### src/rtl/osnt_stamp_pkg.sv
// Shared constants and types for the receive-side stamp extractor.
package osnt_stamp_pkg;

    localparam int          STAMP_BYTES     = 8;
    localparam int          STAMP_TS_WIDTH  = STAMP_BYTES * 8;
    localparam logic [31:0] STAMP_SIGNATURE = 32'h4F53_4E54;

    typedef logic [STAMP_TS_WIDTH-1:0] stamp_t;

    typedef enum logic [1:0] {
        ST_IDLE = 2'd0,
        ST_HUNT = 2'd1,
        ST_DONE = 2'd2
    } ext_state_t;

endpackage

### src/rtl/osnt_stamp_result_fifo.sv
// Synchronous result FIFO; a pop in the same cycle frees a slot for a push into a full FIFO.
module osnt_stamp_result_fifo #(
    parameter int WIDTH = 64,
    parameter int DEPTH = 4
) (
    input  logic             clk,
    input  logic             reset,
    input  logic [WIDTH-1:0] push_data,
    input  logic             push,
    output logic             full,
    output logic [WIDTH-1:0] pop_data,
    output logic             pop_valid,
    input  logic             pop_ready
);

    localparam int AW = $clog2(DEPTH);

    logic [WIDTH-1:0] mem [DEPTH];
    logic [AW-1:0]    wr_ptr;
    logic [AW-1:0]    rd_ptr;
    logic [AW:0]      count;
    logic             do_push;
    logic             do_pop;

    assign pop_valid = (count != '0);
    assign full      = (count == (AW+1)'(DEPTH));
    assign do_pop    = pop_valid & pop_ready;
    assign do_push   = push & (~full | do_pop);
    // Head is forced to zero when empty so the output reads 0 out of reset.
    assign pop_data  = pop_valid ? mem[rd_ptr] : '0;

    always_ff @(posedge clk) begin
        if (do_push) begin
            mem[wr_ptr] <= push_data;
        end
    end

    always_ff @(posedge clk) begin
        if (reset) begin
            wr_ptr <= '0;
            rd_ptr <= '0;
            count  <= '0;
        end else begin
            if (do_push) begin
                wr_ptr <= wr_ptr + AW'(1);
            end
            if (do_pop) begin
                rd_ptr <= rd_ptr + AW'(1);
            end
            case ({do_push, do_pop})
                2'b10:   count <= count + (AW+1)'(1);
                2'b01:   count <= count - (AW+1)'(1);
                default: count <= count;
            endcase
        end
    end

endmodule

### src/rtl/osnt_rx_stamp_extractor.sv
// Passive AXI-Stream tap: extracts the embedded TX stamp and reports one-way latency per packet.
// Define OSNT_STAMP_SIGNATURE_CHECK_EN to also require the 32-bit signature after the stamp.
//
// state | meaning
// IDLE  | waiting for start of packet
// HUNT  | counting beats toward the stamp beat
// DONE  | stamp seen, waiting for TLAST
module osnt_rx_stamp_extractor
    import osnt_stamp_pkg::*;
#(
    parameter int TIMESTAMP_WIDTH     = 64,
    parameter int C_S_AXIS_DATA_WIDTH = 256,
    parameter int STAMP_BYTE_OFFSET   = 32,
    parameter int RESULT_FIFO_DEPTH   = 4
) (
    input  logic                             ACLK,
    input  logic                             ARESET,
    input  logic [TIMESTAMP_WIDTH-1:0]       STAMP_COUNTER,
    input  logic [C_S_AXIS_DATA_WIDTH-1:0]   S_AXIS_TDATA,
    input  logic [C_S_AXIS_DATA_WIDTH/8-1:0] S_AXIS_TKEEP,
    input  logic                             S_AXIS_TVALID,
    input  logic                             S_AXIS_TREADY,
    input  logic                             S_AXIS_TLAST,
    output logic [TIMESTAMP_WIDTH-1:0]       M_LAT_TDATA,
    output logic                             M_LAT_TVALID,
    input  logic                             M_LAT_TREADY,
    output logic [31:0]                      DROP_COUNT,
    output logic [31:0]                      SHORT_COUNT
);

    localparam int          W          = C_S_AXIS_DATA_WIDTH / 8;
    localparam int          SB         = STAMP_BYTE_OFFSET / W;
    localparam int          L          = STAMP_BYTE_OFFSET % W;
    localparam bit          SB_IS_ZERO = (SB == 0);
    localparam logic [15:0] SB_CNT     = 16'(SB);

    if (L + STAMP_BYTES > W) begin : g_err_lane
        $error("stamp does not fit in one beat");
    end
    if ((STAMP_BYTE_OFFSET % 8) != 0) begin : g_err_align
        $error("stamp offset must be 8-byte aligned");
    end
    if (TIMESTAMP_WIDTH != STAMP_TS_WIDTH) begin : g_err_width
        $error("timestamp width must match the embedded stamp width");
    end
    if (SB > 65535) begin : g_err_beat
        $error("stamp beat index exceeds beat counter range");
    end
    if (RESULT_FIFO_DEPTH < 2 || (RESULT_FIFO_DEPTH & (RESULT_FIFO_DEPTH - 1)) != 0) begin : g_err_depth
        $error("result FIFO depth must be a power of two, at least 2");
    end

    ext_state_t                 state;
    ext_state_t                 state_nxt;
    logic                       beat_acc;
    logic [15:0]                beat_cnt;
    logic [15:0]                beat_cnt_nxt;
    logic [TIMESTAMP_WIDTH-1:0] arrival_q;
    stamp_t                     stamp_q;
    logic                       stamp_ok_q;
    stamp_t                     beat_stamp;
    logic                       beat_stamp_ok;
    logic                       capture;
    logic                       resolve;
    logic [TIMESTAMP_WIDTH-1:0] cur_arrival;
    stamp_t                     cur_stamp;
    logic                       cur_ok;
    logic                       fifo_full;
    logic                       lat_pop;
    logic                       unused_tap;

    assign beat_acc   = S_AXIS_TVALID & S_AXIS_TREADY;
    assign beat_stamp = S_AXIS_TDATA[L*8 +: STAMP_TS_WIDTH];
    assign lat_pop    = M_LAT_TVALID & M_LAT_TREADY;
    assign unused_tap = ^{S_AXIS_TDATA, S_AXIS_TKEEP};

`ifdef OSNT_STAMP_SIGNATURE_CHECK_EN
    if (L + STAMP_BYTES + 4 > W) begin : g_err_sig
        $error("stamp signature does not fit in one beat");
    end
    logic [31:0] beat_sig;
    assign beat_sig      = S_AXIS_TDATA[(L+STAMP_BYTES)*8 +: 32];
    assign beat_stamp_ok = (&S_AXIS_TKEEP[L +: STAMP_BYTES+4]) && (beat_sig == STAMP_SIGNATURE);
`else
    assign beat_stamp_ok = &S_AXIS_TKEEP[L +: STAMP_BYTES];
`endif

    always_ff @(posedge ACLK) begin
        if (ARESET) begin
            state <= ST_IDLE;
        end else begin
            state <= state_nxt;
        end
    end

    always_comb begin
        state_nxt = state;
        case (state)
            ST_IDLE: if (beat_acc) begin
                if (S_AXIS_TLAST)    state_nxt = ST_IDLE;
                else if (SB_IS_ZERO) state_nxt = ST_DONE;
                else                 state_nxt = ST_HUNT;
            end
            ST_HUNT: if (beat_acc) begin
                if (S_AXIS_TLAST) state_nxt = ST_IDLE;
                else if (capture) state_nxt = ST_DONE;
            end
            ST_DONE: if (beat_acc && S_AXIS_TLAST) begin
                state_nxt = ST_IDLE;
            end
            default: state_nxt = ST_IDLE;
        endcase
    end

    // A packet resolving in the same beat as its capture uses the live beat, not the registers.
    always_comb begin
        capture      = 1'b0;
        resolve      = 1'b0;
        beat_cnt_nxt = beat_cnt;
        cur_arrival  = arrival_q;
        cur_stamp    = stamp_q;
        cur_ok       = stamp_ok_q;
        case (state)
            ST_IDLE: if (beat_acc) begin
                cur_arrival  = STAMP_COUNTER;
                beat_cnt_nxt = '0;
                capture      = SB_IS_ZERO;
                resolve      = S_AXIS_TLAST;
                cur_ok       = 1'b0;
            end
            ST_HUNT: if (beat_acc) begin
                beat_cnt_nxt = beat_cnt + 16'd1;
                capture      = (beat_cnt_nxt == SB_CNT);
                resolve      = S_AXIS_TLAST;
                cur_ok       = 1'b0;
            end
            ST_DONE: resolve = beat_acc & S_AXIS_TLAST;
            default: ;
        endcase
        if (capture) begin
            cur_stamp = beat_stamp;
            cur_ok    = beat_stamp_ok;
        end
    end

    always_ff @(posedge ACLK) begin
        if (ARESET) begin
            beat_cnt    <= '0;
            arrival_q   <= '0;
            stamp_q     <= '0;
            stamp_ok_q  <= 1'b0;
            DROP_COUNT  <= '0;
            SHORT_COUNT <= '0;
        end else begin
            beat_cnt   <= beat_cnt_nxt;
            arrival_q  <= cur_arrival;
            stamp_q    <= cur_stamp;
            stamp_ok_q <= cur_ok;
            if (resolve && !cur_ok && SHORT_COUNT != 32'hFFFF_FFFF) begin
                SHORT_COUNT <= SHORT_COUNT + 32'd1;
            end
            if (resolve && cur_ok && fifo_full && !lat_pop && DROP_COUNT != 32'hFFFF_FFFF) begin
                DROP_COUNT <= DROP_COUNT + 32'd1;
            end
        end
    end

    osnt_stamp_result_fifo #(
        .WIDTH (TIMESTAMP_WIDTH),
        .DEPTH (RESULT_FIFO_DEPTH)
    ) u_result_fifo (
        .clk       (ACLK),
        .reset     (ARESET),
        .push_data (cur_arrival - cur_stamp),
        .push      (resolve & cur_ok),
        .full      (fifo_full),
        .pop_data  (M_LAT_TDATA),
        .pop_valid (M_LAT_TVALID),
        .pop_ready (M_LAT_TREADY)
    );

endmodule

### config.mk
export PLATFORM = sky130hd
export DESIGN_NAME = osnt_rx_stamp_extractor
export DESIGN_NICKNAME = d
export VERILOG_FILES = /design/src/rtl/osnt_stamp_pkg.sv /design/src/rtl/osnt_stamp_result_fifo.sv /design/src/rtl/osnt_rx_stamp_extractor.sv
export SDC_FILE = /design/constraint.sdc
export NUM_CORES = 1
export LEC_CHECK = 0
export BUFFER_PORTS_ARGS = -buffer_cell sky130_fd_sc_hd__buf_2
export CAP_MARGIN = 20
export CORE_MARGIN = 4
export CORE_UTILIZATION = 30
export CTS_CLUSTER_DIAMETER = 30
export DETAILED_ROUTE_END_ITERATION = 7
export SETUP_SLACK_MARGIN = 0.1
export SLEW_MARGIN = 5
export SYNTH_ARGS = -nofsm -noshare
export SYNTH_HDL_FRONTEND = slang
export SYNTH_SLANG_ARGS = --single-unit
### constraint.sdc
create_clock -name ACLK -period 9.2 [get_ports ACLK]
set_input_delay 0.46 -clock ACLK [delete_from_list [all_inputs] [get_ports ACLK]]
set_output_delay 0.46 -clock ACLK [all_outputs]
set_load 0.01 [all_outputs]
== Word-level counts from Yosys, hierarchy flattened ==
Memory sizes are Yosys's and may differ from the RTL's. A register that Yosys moved wholly into a read port is not among the register bits.
Cells that the tools add are included.
Word-level totals
  memory bits (writable): 256
  logic and storage cells: 81
  bits in registers: 218
  memories: 1
  output and inout port bits: 129
  bits of input ports: 358
Operators by class
  equal/unequal tests: 12
  bitwise gates (word level): 7
  multiplexer cells: 26
  reduce and logical (&&, ||, !) cells: 17
  add/sub/neg operators: 8
Memories
  u_result_fifo.mem: depth 4, bits a word 64, rd ports 1, clocked after Yosys merged registers in 1, wr ports 1, RTL line osnt_stamp_result_fifo.sv:18  | logic [WIDTH-1:0] mem [DEPTH];
Operator list (number)
  2-to-1 mux 64 bit: 4
  adder 32 x 1 -> 32 bit (second input constant): 2
  != test 32 bit (second input constant): 2
  subtractor 64 bit: 1
  2-to-1 mux 16 bit: 2
  case mux 16 bit (2 select lines): 1
  adder 16 x 1 -> 16 bit (second input constant): 1
  == test 16 x 1 -> 1 bit (second input constant): 1
  2-to-1 mux 2 bit: 7
  2-to-1 mux 1 bit: 9
  AND reduction 8 bit: 1
  logical AND 1 bit: 7
  != test 2 bit (second input constant): 3
  case mux 2 bit (3 select lines): 1
  case mux 3 bit (2 select lines): 1
  AND 1 bit: 5
  adder 2 x 1 -> 2 bit (second input constant): 2
  == test 2 x 1 -> 1 bit (second input constant): 2
  == test 2 bit (second input constant): 2
  AND reduction 4 bit: 1
  nonzero test 2 bit: 2
  adder 3 x 1 -> 3 bit (second input constant): 1
  == test 3 bit (second input constant): 1
  != test 3 bit (second input constant): 1
  9 further kinds: 10

== Logic depth before layout (Yosys ltp) ==
Gate-level depths: netlist of the first run.
  word-level depth: 9
  gate-level depth with buffers: 30
  gate-level depth less buffers: 25

== By module ==
Synthesis of the first run repeated with hierarchy kept, for this count alone.
Second synthesis, totals
  cells, all modules: 2035
  area, all modules: 23276.1 um^2
By module, submodules not included
  osnt_rx_stamp_extractor: cells each 1563, instances 1, seq. area each 4224.1 um^2, area an instance 12952.4 um^2
  osnt_stamp_result_fifo: cells each 472, instances 1, seq. area each 7867.5 um^2, area an instance 10323.7 um^2

== Worst setup path after synthesis of the first run ==
No wires, ideal clock.
  path kind: flip-flop to flip-flop
  start: register beat_cnt[2]
  end: memory u_result_fifo.mem[0][60] (data pin)
  period minus slack after synthesis: 7043 ps
  cell stages (with the launch flop): 31
  path slack: 2157 ps
  buffers on the path: 6
  required time: 8928 ps
  setup time: 272 ps
  data arrival time: 6770 ps
  cells stage by stage: dfxtp_1 > buf_2 > nand4_4 > nor4_4 > mux2_4 > or2_2 > nand3_4 > buf_8 > buf_12 > buf_6 > clkbuf_1 > clkbuf_1 > nand2_1 > nand2_1 > ha_1 > fa_1 > nor2b_1 > o21a_1 > a31o_2 > o41a_1 > a32o_1 > o22a_1 > maj3_1 > a211o_1 > and3_1 > a211oi_2 > o21ai_1 > a31o_2 > a41oi_2 > o21ai_1 > xor2_1
On the way
  cells in the longest elaborated chain, start to end: 6
RTL lines
  from (decl): RTL line osnt_rx_stamp_extractor.sv:56  | logic [15:0] beat_cnt;
  from (signal assigned): RTL line osnt_rx_stamp_extractor.sv:155  | beat_cnt <= beat_cnt_nxt;
  adder 16 x 1 -> 16 bit: RTL line osnt_rx_stamp_extractor.sv:132  | beat_cnt_nxt = beat_cnt + 16'd1;
  == test 16 x 1 -> 1 bit: RTL line osnt_rx_stamp_extractor.sv:133  | capture = (beat_cnt_nxt == SB_CNT);
  2-to-1 mux 1 bit: RTL line osnt_rx_stamp_extractor.sv:131  | ST_HUNT: if (beat_acc) begin
  2-to-1 mux 1 bit
  2-to-1 mux 64 bit: RTL line osnt_rx_stamp_extractor.sv:140  | if (capture) begin
  named net cur_stamp[0]: RTL line osnt_rx_stamp_extractor.sv:66  | stamp_t cur_stamp;
  subtractor 64 bit: RTL line osnt_rx_stamp_extractor.sv:174  | .push_data (cur_arrival - cur_stamp),
  named net u_result_fifo.push_data[60]: RTL line osnt_stamp_result_fifo.sv:8  | input logic [WIDTH-1:0] push_data,
  to (decl): RTL line osnt_stamp_result_fifo.sv:18
The timed path passes the listed nets, and every way through them passes these cells.

== Final worst setup path of the first run ==
  start: register beat_cnt[0]
  end: memory u_result_fifo.mem[2][60] (data pin)
On the way
  cells in the longest elaborated chain, start to end: 6
RTL lines (RTL line)
  adder 16 x 1 -> 16 bit: osnt_rx_stamp_extractor.sv:132
  == test 16 x 1 -> 1 bit: osnt_rx_stamp_extractor.sv:133
  2-to-1 mux 1 bit: osnt_rx_stamp_extractor.sv:131
  2-to-1 mux 1 bit
  2-to-1 mux 64 bit: osnt_rx_stamp_extractor.sv:140
  subtractor 64 bit: osnt_rx_stamp_extractor.sv:174
  named net u_result_fifo.push_data[60]: osnt_stamp_result_fifo.sv:8
The timed path passes the listed nets, and every way through them passes these cells.

==> results of run 1 <==
state kept, by name, summed over array words and instances, names as in the netlist, named ones only:
signal                flops
DROP_COUNT               32
u_result_fifo.mem       256
arrival_q                64
beat_cnt                 16
SHORT_COUNT              32
stamp_q                  64
u_result_fifo.rd_ptr      2
state                     2
stamp_ok_q                1
u_result_fifo.wr_ptr      2
u_result_fifo.count       3
cell usage after synthesis, types with 4 or more instances:
cell        n  area (µm²)
xnor2_1    65         569
o21ai_0    64         320
buf_2      13        65.1
mux4_2     64        1440
or3_1      13        81.3
a22oi_1     4        30.0
xor2_1     79         692
a21oi_1   105         526
o31ai_1    30         225
mux2_2     45         507
nor2b_1    55         344
nor2_1    234         878
buf_1      14        52.6
a31oi_1    26         163
inv_1      36         135
o21a_1      9        67.6
maj3_1     16         160
edfxtp_1  256        7690
or2_2       8        50.1
dfxtp_1   220        4400
nor3_1     27         135
o21ai_1     4        20.0
clkbuf_1   55         206
ha_1       40         500
o21bai_1    7        52.6
nand2b_1   12        75.1
and4_1     10        87.6
and2_1     81         507
o31a_1      6        52.6
nand3_1    62         310
a21o_1     16         120
a211oi_1   11        82.6
and3_1     30         188
nand2_1   126         473
a221o_1     5        50.1
nand4_1    37         231
nor4_1      9        56.3
mux2i_1    89         891
metrics by stage:
stage | instance area [µm²] | util (%) | instances | hold slack [ns] | setup WS, ns
floorplan | 23700 | - | 2087 | 0.440 | 2.16
global placement | 26100 | 33.5 | 3329 | 0.449 | 1.64
detailed placement | 26100 | 33.5 | 3329 | 0.462 | 1.61
CTS | 30200 | 38.8 | 3550 | 0.0267 | 1.57
global route | 30200 | 38.8 | 3557 | 0.0668 | 1.12
finish | 30200 | 38.8 | 3564 | 0.0680 | 1.58
worst max-delay path by stage:
stage	start	endpoint	slack [ns]
6_report	beat_cnt[0]$_SDFFE_PP0P_	u_result_fifo.mem[2][60]$_DFFE_PP_	1.58
3_3_place_gp	beat_cnt[0]$_SDFFE_PP0P_	u_result_fifo.mem[2][60]$_DFFE_PP_	1.64
3_5_place_dp	beat_cnt[0]$_SDFFE_PP0P_	u_result_fifo.mem[2][60]$_DFFE_PP_	1.61
5_1_grt	beat_cnt[0]$_SDFFE_PP0P_	u_result_fifo.mem[2][60]$_DFFE_PP_	1.12
4_1_cts	beat_cnt[0]$_SDFFE_PP0P_	u_result_fifo.mem[2][60]$_DFFE_PP_	1.57
2_1_floorplan	beat_cnt[2]$_SDFFE_PP0P_	u_result_fifo.mem[0][60]$_DFFE_PP_	2.16
layer usage:
metal  global-route usage, %  share of wire (%)  vias to the layer above
met3                    5.12                7.9                      151
met4                    5.61                2.8                       16
li1                        -                  -                     8413
met1                    19.9                 42                     8722
met5                       0               0.17                        -
met2                    26.3                 47                      565
power by group:
group / total (W) / switching (W) / internal (W)
registers: 0.00242 / 0.0000356 / 0.00238
logic: 0.00116 / 0.000690 / 0.000469
clock network: 0.00413 / 0.00126 / 0.00286
final cells by class:
type	instances	area, µm²	share of cell area, %
well taps	1040	1300	4.31
diodes	13	32.5	0.108
clock buffers	146	3170	10.5
multi-input cells	1485	11100	36.6
inverters	36	135	0.447
flip-flops and latches	476	12100	40.0
repair buffers	294	1540	5.10
clock inverters	74	880	2.91
logic make-up after synthesis:
logic type                 count (synthesis)  share of synthesized area, %
and+or+nand+nor                          736                          16.1
DFF                                      476                          51.0
AOI/OAI and AO/OA                        337                          9.49
muxes                                    205                          12.5
xor gates and xnor gates                 147                          5.53
buffers and inverters                    126                          2.31
adders and majority gates                 60                          3.05
what timing repair did:
item | in CTS | in global routing
endpoints found under the hold margin | 1 | 0
setup buffers | 0 | 0
hold buffers | 1 | 0
==> flow_metrics.py, run 1 <==
metrics = {
    "global_route": {
        "grt_antenna_before_repair": 25,
        "grt_first_pass_wirelength_mm": 104,
        "grt_max_degree": 85,
        "grt_overflow": 0,
        "grt_pass1_vias": 18220,
        "globalRouteTotalUtil_pct": 16.0,
    },
    "critical_path": {
        "cp_num_cells": 23,
        "cp_slowest_stage_delay_ns": 0.49,
        "r2r-end": "u_result_fifo.mem[2][60]$_DFFE_PP_",
        "cp-end-kind": "flop",
        "crit_chain": "ha_1, nand3_1, o31ai_1, and2_4, and3_4, nand3_4, mux2i_1, ha_1, nor2b_1, o21a_1, a31o_2, o41a_1, a32o_1, o22a_1, maj3_1, a211o_1, and3_1, a211oi_2, o21ai_1, a31o_2, a41oi_2, o21ai_1, xor2_1",
        "path_buf_inv": 0,
        "r2r_setup_slack_ns": 1.58,
        "cp_max_fo": 23,
        "critical_path_arrival_ns": 8.08,
        "r2r-start": "beat_cnt[0]$_SDFFE_PP0P_",
        "cp.required_ns": 9.66,
        "critPathSlowestCell": "o31ai_1",
        "start_kind": "flop",
        "worstRegToRegCells": 23,
        "critPathTopFamily": "compound AO/OA/AOI/OAI gates",
        "crit_type": "reg2reg",
    },
    "detailed_routing": {
        "drt_iter0_drc": 1271,
        "drc": 0,
        "viasPerCell": 5.01,
        "firstDrtPassIters": 6,
        "vias": 17867,
        "ant_nets": 0,
        "wl_mm": 68.1,
        "post_drt_wl_per_cell_um": 19.1,
    },
    "cts": {
        "cts_resized": 0,
        "cts.htree.levels": 3,
        "cts_buffer_depth": 3,
        "clkLatencyLatePin_ns": 0.66,
        "cts_root_buffer": "clkbuf_16",
        "cts_made_buffers": 117,
        "cts_tree": "yes",
        "clock-sinks": 476,
        "clkSlewWorstSetupHoldPaths_ns": 0.04,
    },
    "finish": {
        "layout_commonest_cell": "buf_2",
        "final_nets": 2810,
        "fill_cells": 7544,
        "final_cell_mix": "buf_2, edfxtp_1, nor2_1, dfxtp_1, nand2_1",
        "area_growth_pct": 27.6,
        "drive_gt1_share_pct": 26.1,
    },
    "floorplanning": {
        "die_y_um": 289,
        "die_x_um": 289,
        "core-area_um2": 77800,
        "initial_core_util_pct": 30.4,
        "ios": 487,
        "core.rowCount": 102,
        "dieArea_um2": 83500,
    },
    "placed_design": {
        "gp_congestion": 0.921,
        "port_buffers": 270,
        "dp_hpwl_mm": 47.4,
    },
    "timing": {
        "slew_viol_final": 0,
        "slew_headroom_pct": 28.7,
        "fmaxAchievable_mhz": 131,
        "fin_setup_tns_ns": 0,
        "tightest_slew_ns": 1.06,
        "hold_viol_final": 0,
        "finalSetupViolCount": 0,
        "fin_crit_sh_pct": 82.9,
        "skew_ns": 0.0382,
        "layout_min_cycle_time_ns": 7.62,
        "rsz0062_at_grt": "false",
    },
    "power_and_ir_drop": {
        "leakagePower_nw": 11.7,
        "pwr_density_cell_nw_per_um2": 255,
        "ir_worst_vdd_v": 0.000161,
        "total_power_w": 0.00770,
    },
    "worst_hold_path": {
        "hold_path.class": "in2reg",
        "whs_endpoint": "state[1]$_SDFFE_PP0P_",
        "hp-start": "S_AXIS_TVALID",
        "whs_path_depth": 2,
    },
    "synthesis": {
        "synth-main-ff-cell": "edfxtp_1",
        "synth_fp_nets": 2487,
        "async_flop_share_pct": 0,
        "syn_area_um2": 23700,
        "synth_edf_count": 256,
        "synth-seq-cells": 476,
        "yosys_warnings": 0,
        "syn_inst": 2087,
        "ys_seq_area_share_pct": 51.0,
        "syn_area_per_cell_um2": 11.4,
        "yosysUniqueCellTypes": 110,
    },
    "run": {
        "cap_violations": 0,
    },
    "status": {
        "status": "finished, final reports clean",
    },
}
Note: power is estimated with default switching activity, not from simulation.
==> inputs of run 2 (changes only) <==
==> constraint.sdc (replaced) <==
create_clock -name ACLK -period 7.04 [get_ports ACLK]
set_input_delay 0.352 -clock ACLK [delete_from_list [all_inputs] [get_ports ACLK]]
set_output_delay 0.352 -clock ACLK [all_outputs]
set_load 0.01 [all_outputs]
==> run 2 against run 1 <==
  * Maximum frequency rose by 15%
  * Cell count rose by 1.8%
  * Setup slack got worse by 1.2 ns
  * Wire length rose by 1.3%
  * Clock-buffer cell count fell by 13
  * Core utilization rose by 0.87 points
  * Non-clock buffer count rose by 64
  * First-iteration DRC count rose by 6.5%
  * Largest cell class unchanged
  * Register-to-register slack got worse by 1.2 ns
  * Die area did not move
  * Sequential share of layout area fell by 0.84 points
==> flow_metrics.py, run 2 (synthesis gave the netlist of run 1 again) <==
metrics = {
    "status": {
        "status": "finished, final reports clean",
    },
    "finish": {
        "fill_cells": 7479,
        "regArea_um2": 12100,
        "area_growth_pct": 30.4,
        "drive_gt1_share_pct": 27.9,
        "layout_commonest_cell": "buf_2",
        "fin_area_um2": 30900,
        "largest-register": "u_result_fifo.mem",
        "final_util_pct": 39.7,
        "reg.largest.list": "u_result_fifo.mem: 256 flops, arrival_q: 64 flops, stamp_q: 64 flops",
        "largest_reg_flops": 256,
        "multi_input_area_um2": 11100,
        "final_cell_mix": "buf_2, edfxtp_1, nor2_1, dfxtp_1, nand2_1",
        "final_nets": 2874,
    },
    "timing": {
        "tightest_slew_ns": 1.07,
        "finalSetupViolCount": 0,
        "slew_headroom_pct": 28.8,
        "skew_ns": 0.0283,
        "layout_min_cycle_time_ns": 6.64,
        "fin_crit_sh_pct": 94.4,
        "hold_viol_final": 0,
        "slew_viol_final": 0,
        "rsz0062_at_grt": "false",
        "fin_setup_tns_ns": 0,
        "fmaxAchievable_mhz": 151,
    },
    "global_route": {
        "globalRouteTotalUtil_pct": 16.0,
        "grt_max_degree": 81,
        "grt_overflow": 0,
        "grt_pass1_vias": 18280,
        "grt_first_pass_wirelength_mm": 104,
        "grt_antenna_before_repair": 25,
    },
    "floorplanning": {
        "initial_core_util_pct": 30.4,
        "die_x_um": 289,
        "ios": 487,
        "die_y_um": 289,
        "dieArea_um2": 83500,
        "core-area_um2": 77800,
        "core.rowCount": 102,
    },
    "cts": {
        "clkLatencyLatePin_ns": 0.64,
        "cts_made_buffers": 116,
        "clock-sinks": 476,
        "cts.htree.levels": 3,
        "cts_tree": "yes",
        "clkSlewWorstSetupHoldPaths_ns": 0.05,
        "cts_buffer_depth": 3,
        "cts_root_buffer": "clkbuf_16",
    },
    "detailed_routing": {
        "post_drt_wl_per_cell_um": 19.0,
        "drt_iter0_drc": 1354,
        "viasPerCell": 4.99,
        "vias": 18090,
        "wl_mm": 69.0,
        "ant_nets": 0,
        "firstDrtPassIters": 5,
        "drc": 0,
    },
    "critical_path": {
        "r2r-start": "beat_cnt[1]$_SDFFE_PP0P_",
        "crit_type": "reg2reg",
        "r2r_setup_slack_ns": 0.40,
        "r2r-end": "u_result_fifo.mem[0][63]$_DFFE_PP_",
        "worstRegToRegCells": 26,
        "cp_max_fo": 7,
        "cp.required_ns": 7.39,
        "critPathCapture": "u_result_fifo.mem[0][63]$_DFFE_PP_",
        "critical_path_arrival_ns": 6.99,
        "critPathSlowestCell": "a2111oi_4",
        "cp_slowest_stage_delay_ns": 0.51,
        "worstSetupStartpoint": "beat_cnt[1]$_SDFFE_PP0P_",
        "path_common_cell": "buf_4",
        "cp-end-kind": "flop",
        "start_kind": "flop",
    },
    "placed_design": {
        "gp_congestion": 0.897,
        "place_area_um2": 26300,
        "port_buffers": 270,
        "dp_hpwl_mm": 48.1,
    },
    "run": {
        "cap_violations": 0,
    },
    "power_and_ir_drop": {
        "ir_worst_vdd_v": 0.000179,
        "leakagePower_nw": 12.0,
        "pwr_density_cell_nw_per_um2": 327,
    },
    "worst_hold_path": {
        "hold_path.class": "in2reg",
    },
}
## run 2: changes by cell type in the layout (fill, tap and decap cells not counted), sizes merged
cell / previous run / this run
buf: 293 / 328
bufinv: 16 / 17
clkbuf: 146 / 133
clkinv: 44 / 45
clkinvlp: 11 / 17
diode: 13 / 12
dlygate4sd3: 1 / 30
inv: 39 / 43
nand3: 64 / 65
## run 2: per-stage QoR
step	hold slack [ns]	total power, W	instances	setup slack (ns)
3_5_place_dp	0.457	0.00476	3352	0.0897
4_1_cts	0.00205	0.0102	3603	0.112
5_1_grt	0.0153	0.0105	3617	0.0670
6_report	0.0354	0.0101	3627	0.396
2_1_floorplan	0.440	0.00422	2087	0.166
3_3_place_gp	0.449	0.00472	3352	0.165
## run 2: area by class of cell
type	instances	share of cell area, %
antenna	12	0.0972
timing repair buffer	358	6.94
inverter	36	0.437
multi-input combinational	1486	36.1
tap	1040	4.21
sequential	476	39.2
clock inverter	86	3.17
clock buffer	133	9.87
## run 2: how the worst min path moves through the flow
stage | cells after the start | startpoint | to | slack [ns]
after floorplan | 2 | stamp_q[0]$_SDFF_PP0_ | stamp_q[0]$_SDFF_PP0_ | 0.44
after global placement | 2 | stamp_q[0]$_SDFF_PP0_ | stamp_q[0]$_SDFF_PP0_ | 0.45
after detailed placement | 2 | stamp_q[0]$_SDFF_PP0_ | stamp_q[0]$_SDFF_PP0_ | 0.46
after CTS | 3 | S_AXIS_TDATA[30] | stamp_q[30]$_SDFF_PP0_ | 0.002
after global routing | 3 | S_AXIS_TDATA[2] | stamp_q[2]$_SDFF_PP0_ | 0.02
final | 3 | S_AXIS_TDATA[61] | stamp_q[61]$_SDFF_PP0_ | 0.04
## run 2: routing by layer
| layer | GRT usage, % | share of wire [%] | up-vias |
|---|---|---|---|
| met5 | 0 | 0.21 | - |
| met1 | 20.2 | 42 | 8808 |
| met4 | 5.15 | 2.4 | 22 |
| met3 | 5.17 | 8.4 | 139 |
| li1 | - | - | 8527 |
| met2 | 26.2 | 47 | 594 |
## run 2: repair_timing
action                                  CTS  global route
resized for setup                         0            21
endpoints found under the setup margin   15            64
hold buffers                             30             0
setup buffers                             2            10
hold endpoints to repair                 29             0
cloned                                    0             1
pin swaps                                 2             4
## run 2: critical path: cells and delay by family, from the launching register on
kind | cells | cell delay (ns)
AOI/OAI and AO/OA | 10 | 2.45
and+or+nand+nor | 9 | 2.00
buffers and inverters | 4 | 0.76
xor gates and xnor gates | 1 | 0.17
DFF | 1 | 0.40
adders and majority gates | 1 | 0.43
muxes | 1 | 0.13
## run 2: power by group
| part | switching, W | total (W) | internal [W] |
|---|---|---|---|
| clock network | 0.00167 | 0.00538 | 0.00371 |
| registers | 0.0000461 | 0.00316 | 0.00311 |
| logic | 0.000930 | 0.00157 | 0.000642 |
| total | 0.00265 | 0.0101 | 0.00746 |
